**src/rtl/imm_sched_pkg.sv**
```systemverilog
// Shared types and field positions for the LEGv8 immediate scheduler.
package imm_sched_pkg;

  typedef enum logic [2:0] {
    FMT_I  = 3'd0,
    FMT_D  = 3'd1,
    FMT_B  = 3'd2,
    FMT_CB = 3'd3,
    FMT_IW = 3'd4
  } imm_fmt_e;

  typedef enum logic {
    ST_EMPTY = 1'b0,
    ST_FULL  = 1'b1
  } state_e;

  localparam int I_MSB  = 21;
  localparam int I_LSB  = 10;
  localparam int D_MSB  = 20;
  localparam int D_LSB  = 12;
  localparam int B_MSB  = 25;
  localparam int B_LSB  = 0;
  localparam int CB_MSB = 23;
  localparam int CB_LSB = 5;
  localparam int IW_MSB = 20;
  localparam int IW_LSB = 5;
  localparam int HW_MSB = 22;
  localparam int HW_LSB = 21;

  localparam int I_W  = I_MSB - I_LSB + 1;
  localparam int D_W  = D_MSB - D_LSB + 1;
  localparam int B_W  = B_MSB - B_LSB + 1;
  localparam int CB_W = CB_MSB - CB_LSB + 1;
  localparam int IW_W = IW_MSB - IW_LSB + 1;

endpackage

```
**src/rtl/imm_field_ext.sv**
```systemverilog
// Combinational immediate extraction and extension for one instruction word.
// Build option IMM_SCHED_BR_SHIFT_EN turns B/CB word offsets into byte offsets.
module imm_field_ext
  import imm_sched_pkg::*;
#(
  parameter int XLEN = 64
) (
  input  logic [31:0]     instr,
  input  logic [2:0]      fmt,
  output logic [XLEN-1:0] imm,
  output logic            err
);

  logic [XLEN-1:0] br;
  logic [XLEN-1:0] iw;
  logic            unused_hi;

  assign unused_hi = ^instr[31:26];
  assign iw = {{(XLEN-IW_W){1'b0}}, instr[IW_MSB:IW_LSB]};

  always_comb begin
    imm = '0;
    err = 1'b0;
    br  = '0;
    case (fmt)
      FMT_I:  imm = {{(XLEN-I_W){1'b0}}, instr[I_MSB:I_LSB]};
      FMT_D:  imm = {{(XLEN-D_W){instr[D_MSB]}}, instr[D_MSB:D_LSB]};
      FMT_B, FMT_CB: begin
        if (fmt == FMT_B)
          br = {{(XLEN-B_W){instr[B_MSB]}}, instr[B_MSB:B_LSB]};
        else
          br = {{(XLEN-CB_W){instr[CB_MSB]}}, instr[CB_MSB:CB_LSB]};
`ifdef IMM_SCHED_BR_SHIFT_EN
        imm = {br[XLEN-3:0], 2'b00};
`else
        imm = br;
`endif
      end
      // Halfword select places the 16-bit chunk at bit 0/16/32/48.
      FMT_IW: imm = iw << {instr[HW_MSB:HW_LSB], 4'b0000};
      default: err = 1'b1;
    endcase
  end

endmodule

```
**src/rtl/imm_sched.sv**
```systemverilog
// Round-robin arbiter feeding one shared immediate extender and a one-entry
// registered output slot. Build option IMM_SCHED_BR_SHIFT_EN (see imm_field_ext).
module imm_sched
  import imm_sched_pkg::*;
#(
  parameter int XLEN  = 64,
  parameter int N_REQ = 2,
  localparam int IDW  = $clog2(N_REQ)
) (
  input  logic                  clk,
  input  logic                  reset_n,
  input  logic [N_REQ-1:0]      req_valid,
  output logic [N_REQ-1:0]      req_ready,
  input  logic [N_REQ-1:0][31:0] req_instr,
  input  logic [N_REQ-1:0][2:0] req_fmt,
  output logic                  out_valid,
  input  logic                  out_ready,
  output logic [XLEN-1:0]       out_imm,
  output logic [IDW-1:0]        out_id,
  output logic                  out_err,
  output state_e                dbg_state
);

  // Handshake: a transfer happens on a rising edge where valid and ready are
  // both high. Requesters hold valid/payload until ready; out_* stay stable
  // while out_valid is high and out_ready is low.

  state_e          state;
  logic [IDW-1:0]  rr;
  logic [IDW-1:0]  gnt_idx;
  logic [IDW-1:0]  idx;
  logic            found;
  logic            free;
  logic            grant;
  logic [XLEN-1:0] ext_imm;
  logic            ext_err;

  assign free = (state == ST_EMPTY) || out_ready;

  always_comb begin
    found   = 1'b0;
    gnt_idx = '0;
    idx     = '0;
    for (int i = 1; i <= N_REQ; i++) begin
      idx = IDW'((int'(rr) + i) % N_REQ);
      if (!found && req_valid[idx]) begin
        found   = 1'b1;
        gnt_idx = idx;
      end
    end
  end

  // Reset gating keeps the grant low during the reset cycle itself.
  assign grant     = found && free && reset_n;
  assign req_ready = grant ? (N_REQ'(1) << gnt_idx) : '0;

  imm_field_ext #(.XLEN(XLEN)) u_ext (
    .instr (req_instr[gnt_idx]),
    .fmt   (req_fmt[gnt_idx]),
    .imm   (ext_imm),
    .err   (ext_err)
  );

  always_ff @(posedge clk) begin
    if (!reset_n) begin
      state   <= ST_EMPTY;
      rr      <= IDW'(N_REQ - 1);
      out_imm <= '0;
      out_id  <= '0;
      out_err <= 1'b0;
    end else begin
      if (grant) begin
        rr      <= gnt_idx;
        out_imm <= ext_imm;
        out_id  <= gnt_idx;
        out_err <= ext_err;
      end
      case (state)
        ST_EMPTY: if (grant) state <= ST_FULL;
        ST_FULL:  if (out_ready && !grant) state <= ST_EMPTY;
        default:  state <= ST_EMPTY;
      endcase
    end
  end

  assign out_valid = (state == ST_FULL);
  assign dbg_state = state;

endmodule
```
**config.mk**
```make
export PLATFORM = sky130hd
export DESIGN_NAME = imm_sched
export DESIGN_NICKNAME = d
export VERILOG_FILES = /design/src/rtl/imm_sched_pkg.sv /design/src/rtl/imm_field_ext.sv /design/src/rtl/imm_sched.sv
export SDC_FILE = /design/constraint.sdc
export NUM_CORES = 1
export LEC_CHECK = 0
export BUFFER_PORTS_ARGS = -buffer_cell sky130_fd_sc_hd__buf_2
export CAP_MARGIN = 20
export CORE_MARGIN = 4
export CORE_UTILIZATION = 55
export CTS_BUF_LIST = sky130_fd_sc_hd__clkbuf_2
export CTS_CLUSTER_SIZE = 24
export DETAILED_ROUTE_END_ITERATION = 7
export PLACE_DENSITY = 0.95
export SLEW_MARGIN = 25
export SYNTH_ARGS = -nofsm -noshare
export SYNTH_HDL_FRONTEND = slang
export SYNTH_HIERARCHICAL = 1
export SYNTH_SLANG_ARGS = --single-unit
```
**constraint.sdc**
```tcl
create_clock -name clk -period 5.3 [get_ports clk]
set_input_delay 0.265 -clock clk [delete_from_list [all_inputs] [get_ports clk]]
set_output_delay 0.265 -clock clk [all_outputs]
set_load 0.01 [all_outputs]
```
==> summary.md <==
| Metric | Value |
|---|---|
| Status | `completed` |
| Crit path kind | `reg2reg` |
| Reg power frac | `0.427` |
| Synthesis Warnings | `6` |
| Switching share of power | `0.3343` |
| GRT Util Overall | `0.2558` |
| Hold Path End | `dbg_state$_SDFF_PN0_` |
| Initial Util | `0.5673` |
| CTS tree | `done` |
| Root buf cell | `clkbuf_2` |
| Worst Setup Start Kind | `flop` |
| Initial drt markers | `around 400` |
| Max clock buf depth | `2` |
| Cts repair resizes | `0` |
| Worst Clk Skew | `around 0.032 ns` |
| Sum Neg Setup Slack | `0 ns` |
| Area grow syn2layout | `15.05%` |
| Crit end category | `flop` |
| Postcts setup bufs | `0` |
| Critical Path AT | `approximately 3.6 ns` |
| RR Endpoint | `out_imm[24]$_SDFFE_PN0P_` |
| Die area | `0.009508 sq mm` |
| Tightest Pin Transition | `0.8001 ns` |
| LEAKAGE | `roughly 2.8 nW` |
| Port bufs | `~130` |
| Max Cap Viol | `0` |
| RSZ-0062 raised after global routing | `false` |
| Clock latency reported for the late side of the worst-skew pair | `about 0.52 ns` |
| Total clock sinks | `68` |
| Diodes inserted | `0` |
| Die W | `97.51 um` |
| Pint | `slightly below 0.9 mW` |
| F_max | `320.3 MHz` |
| Combinational share of power | `0.310` |
| Mean Syn Cell Area | `8.902 sq um` |
| Layout Nets | `670` |
| Global-route wire length before repair | `a little under 20000 um` |
| Path depth of the worst reg2reg path | `8` |
| Via count | `between 4000 and 5000` |
| Fin. Hold Viols | `0` |
| Syn nets | `570` |
| Min-delay worst type | `in2reg` |
| Core Footprint | `between 0.007 and 0.008 sq mm` |
| Layout cells sized above 1 | `0.3217` |
| Via density | `between 5 and 6` |
| Largest net degree at the start of global routing | `84` |
| Critical path, cell by cell | `a21boi_4 > buf_4 > mux2_2 > nor3b_4 > and3b_1 > a221o_1 > nand2_1 > mux2i_1` |
| Critical-path maximum fanout | `39` |
| Syn Inst Count | `roughly 500` |
| Hold depth | `3` |
| Synth Cell Area | `around 0.0044 sq mm` |
| Number of global-route vias before repair | `approximately 4000` |
| TritonRoute pass-1 iters | `6` |
| Pwr dens | `about 270 mW/mm^2` |
| Final setup fails | `0` |
| WP data required | `approximately 5.8 ns` |
| FP Rows | `32` |
| Sw Pwr | `roughly 0.45 mW` |
| Final wirelength | `roughly 12000 um` |
| Initial antenna violation count | `0` |
| Maximum vdd ir drop | `0.0001287 V` |
| Post-DRT Antenna Nets | `0` |
| Die H | `97.51 um` |
| DP HPWL | `between 8000 and 9000 um` |
| Clock transition at path regs | `approximately 0.21 ns` |
| Inserted Clock Buffers | `9` |
| Hold Buf Count CTS | `0` |
| Max-slew headroom | `0.4666` |
| Dpl ws | `around 2.2 ns` |
| Crit-path max cell delay | `0.68 ns` |
| CP max-delay cell | `mux2_2` |
| I/O Pins | `~150` |
| Global route overflow | `0` |
| Fin worst setup slack | `between 2 and 2.5 ns` |
| Worst reg-to-reg setup slack | `approximately 2.2 ns` |
| Min cycle time layout | `about 3.1 ns` |
| Routed length per instance | `between 15 and 20 um` |
| H-tree depth | `3` |
| Final Cycle Share | `0.5891` |
| GPL Wtd Cong | `0.8783` |
| Clock share of power | `0.264` |
| Worst reg2reg startpoint | `rr$_SDFFE_PN1P_` |
| Min-delay src | `req_valid[1]` |
| Drt drc | `0` |
| Slew Viols, Final | `0` |
## layout by cell type, fill, tap and decap left out, types with 6 or more instances in the layout
| cell type | instances |
|---|---|
| o21ai_0 | 12 |
| mux2_2 | 6 |
| clkbuf_2 | 10 |
| dfxtp_1 | 68 |
| nand2_1 | 134 |
| buf_2 | 131 |
| a221o_1 | 6 |
| mux2i_1 | 76 |
| nor2_1 | 8 |
| a22o_1 | 8 |
| a21o_1 | 39 |
| mux2_4 | 27 |
| a211o_1 | 6 |
| buf_4 | 6 |
## area by class of cell
type                            instances  area [sq um]
Timing Repair Buffer                  138         728.2
Tap cell                              102         127.6
Clock inverter                          6         88.84
Clock buffer                           10         50.05
Sequential cell                        68          1361
Fill cell                             670          2698
Inverter                                5         18.77
Multi-Input combinational cell        373          2695
## worst max-delay path by stage
stage	start	endpoint	slack [ns]	cells after the start
4_1_cts	rr$_SDFFE_PN1P_	out_imm[24]$_SDFFE_PN0P_	2.25	8
3_5_place_dp	req_valid[0]	out_imm[24]$_SDFFE_PN0P_	2.21	9
3_3_place_gp	req_valid[0]	out_imm[47]$_SDFFE_PN0P_	2.34	9
2_1_floorplan	rr$_SDFFE_PN1P_	out_imm[16]$_SDFFE_PN0P_	3.17	11
5_1_grt	rr$_SDFFE_PN1P_	out_imm[24]$_SDFFE_PN0P_	2.02	8
6_report	rr$_SDFFE_PN1P_	out_imm[24]$_SDFFE_PN0P_	2.18	8
## metrics by stage
stage | util | instance area [sq um] | hold WS, ns | std cells | total power, mW
2_1_floorplan | - | 4407 | 0.4724 | 495 | 0.8831
3_3_place_gp | 0.6313 | 4903 | 0.4406 | 685 | 0.9726
3_5_place_dp | 0.6348 | 4931 | 0.4465 | 686 | 0.9923
4_1_cts | 0.6527 | 5070 | 0.08233 | 702 | 1.339
5_1_grt | 0.6527 | 5070 | 0.05446 | 702 | 1.410
6_report | 0.6527 | 5070 | 0.09631 | 702 | 1.344
## power groups by stage
| stage | Clock, mW | Combinational [mW] | Sequential, mW |
|---|---|---|---|
| 2_1_floorplan | 0 | 0.282 | 0.601 |
| 3_3_place_gp | 0 | 0.392 | 0.581 |
| 3_5_place_dp | 0 | 0.409 | 0.583 |
| 4_1_cts | 0.355 | 0.411 | 0.573 |
| 5_1_grt | 0.384 | 0.448 | 0.578 |
| 6_report | 0.355 | 0.416 | 0.573 |
## sequential cells by signal, indices dropped and copies added, names as in the netlist
name       cells
out_imm       64
rr             1
out_err        1
dbg_state      1
out_id         1
## layer usage
layer	up-vias	track usage	wire [um]
met4	0	0.1097	581
met2	238	0.4512	6026
met1	1874	0.2851	4756
li1	1916	-	-
met3	63	0.07394	1077
met5	-	0	0
## worst max-delay path: cells and delay by family, from the launching register on
kind	cells	cell delay (ns)
and+or+nand+nor	3	1.10
DFF	1	0.38
buffers and inverters	1	0.31
AOI/OAI and AO/OA	2	0.39
muxes	2	0.85
Note: power is estimated with default switching activity, not from simulation.
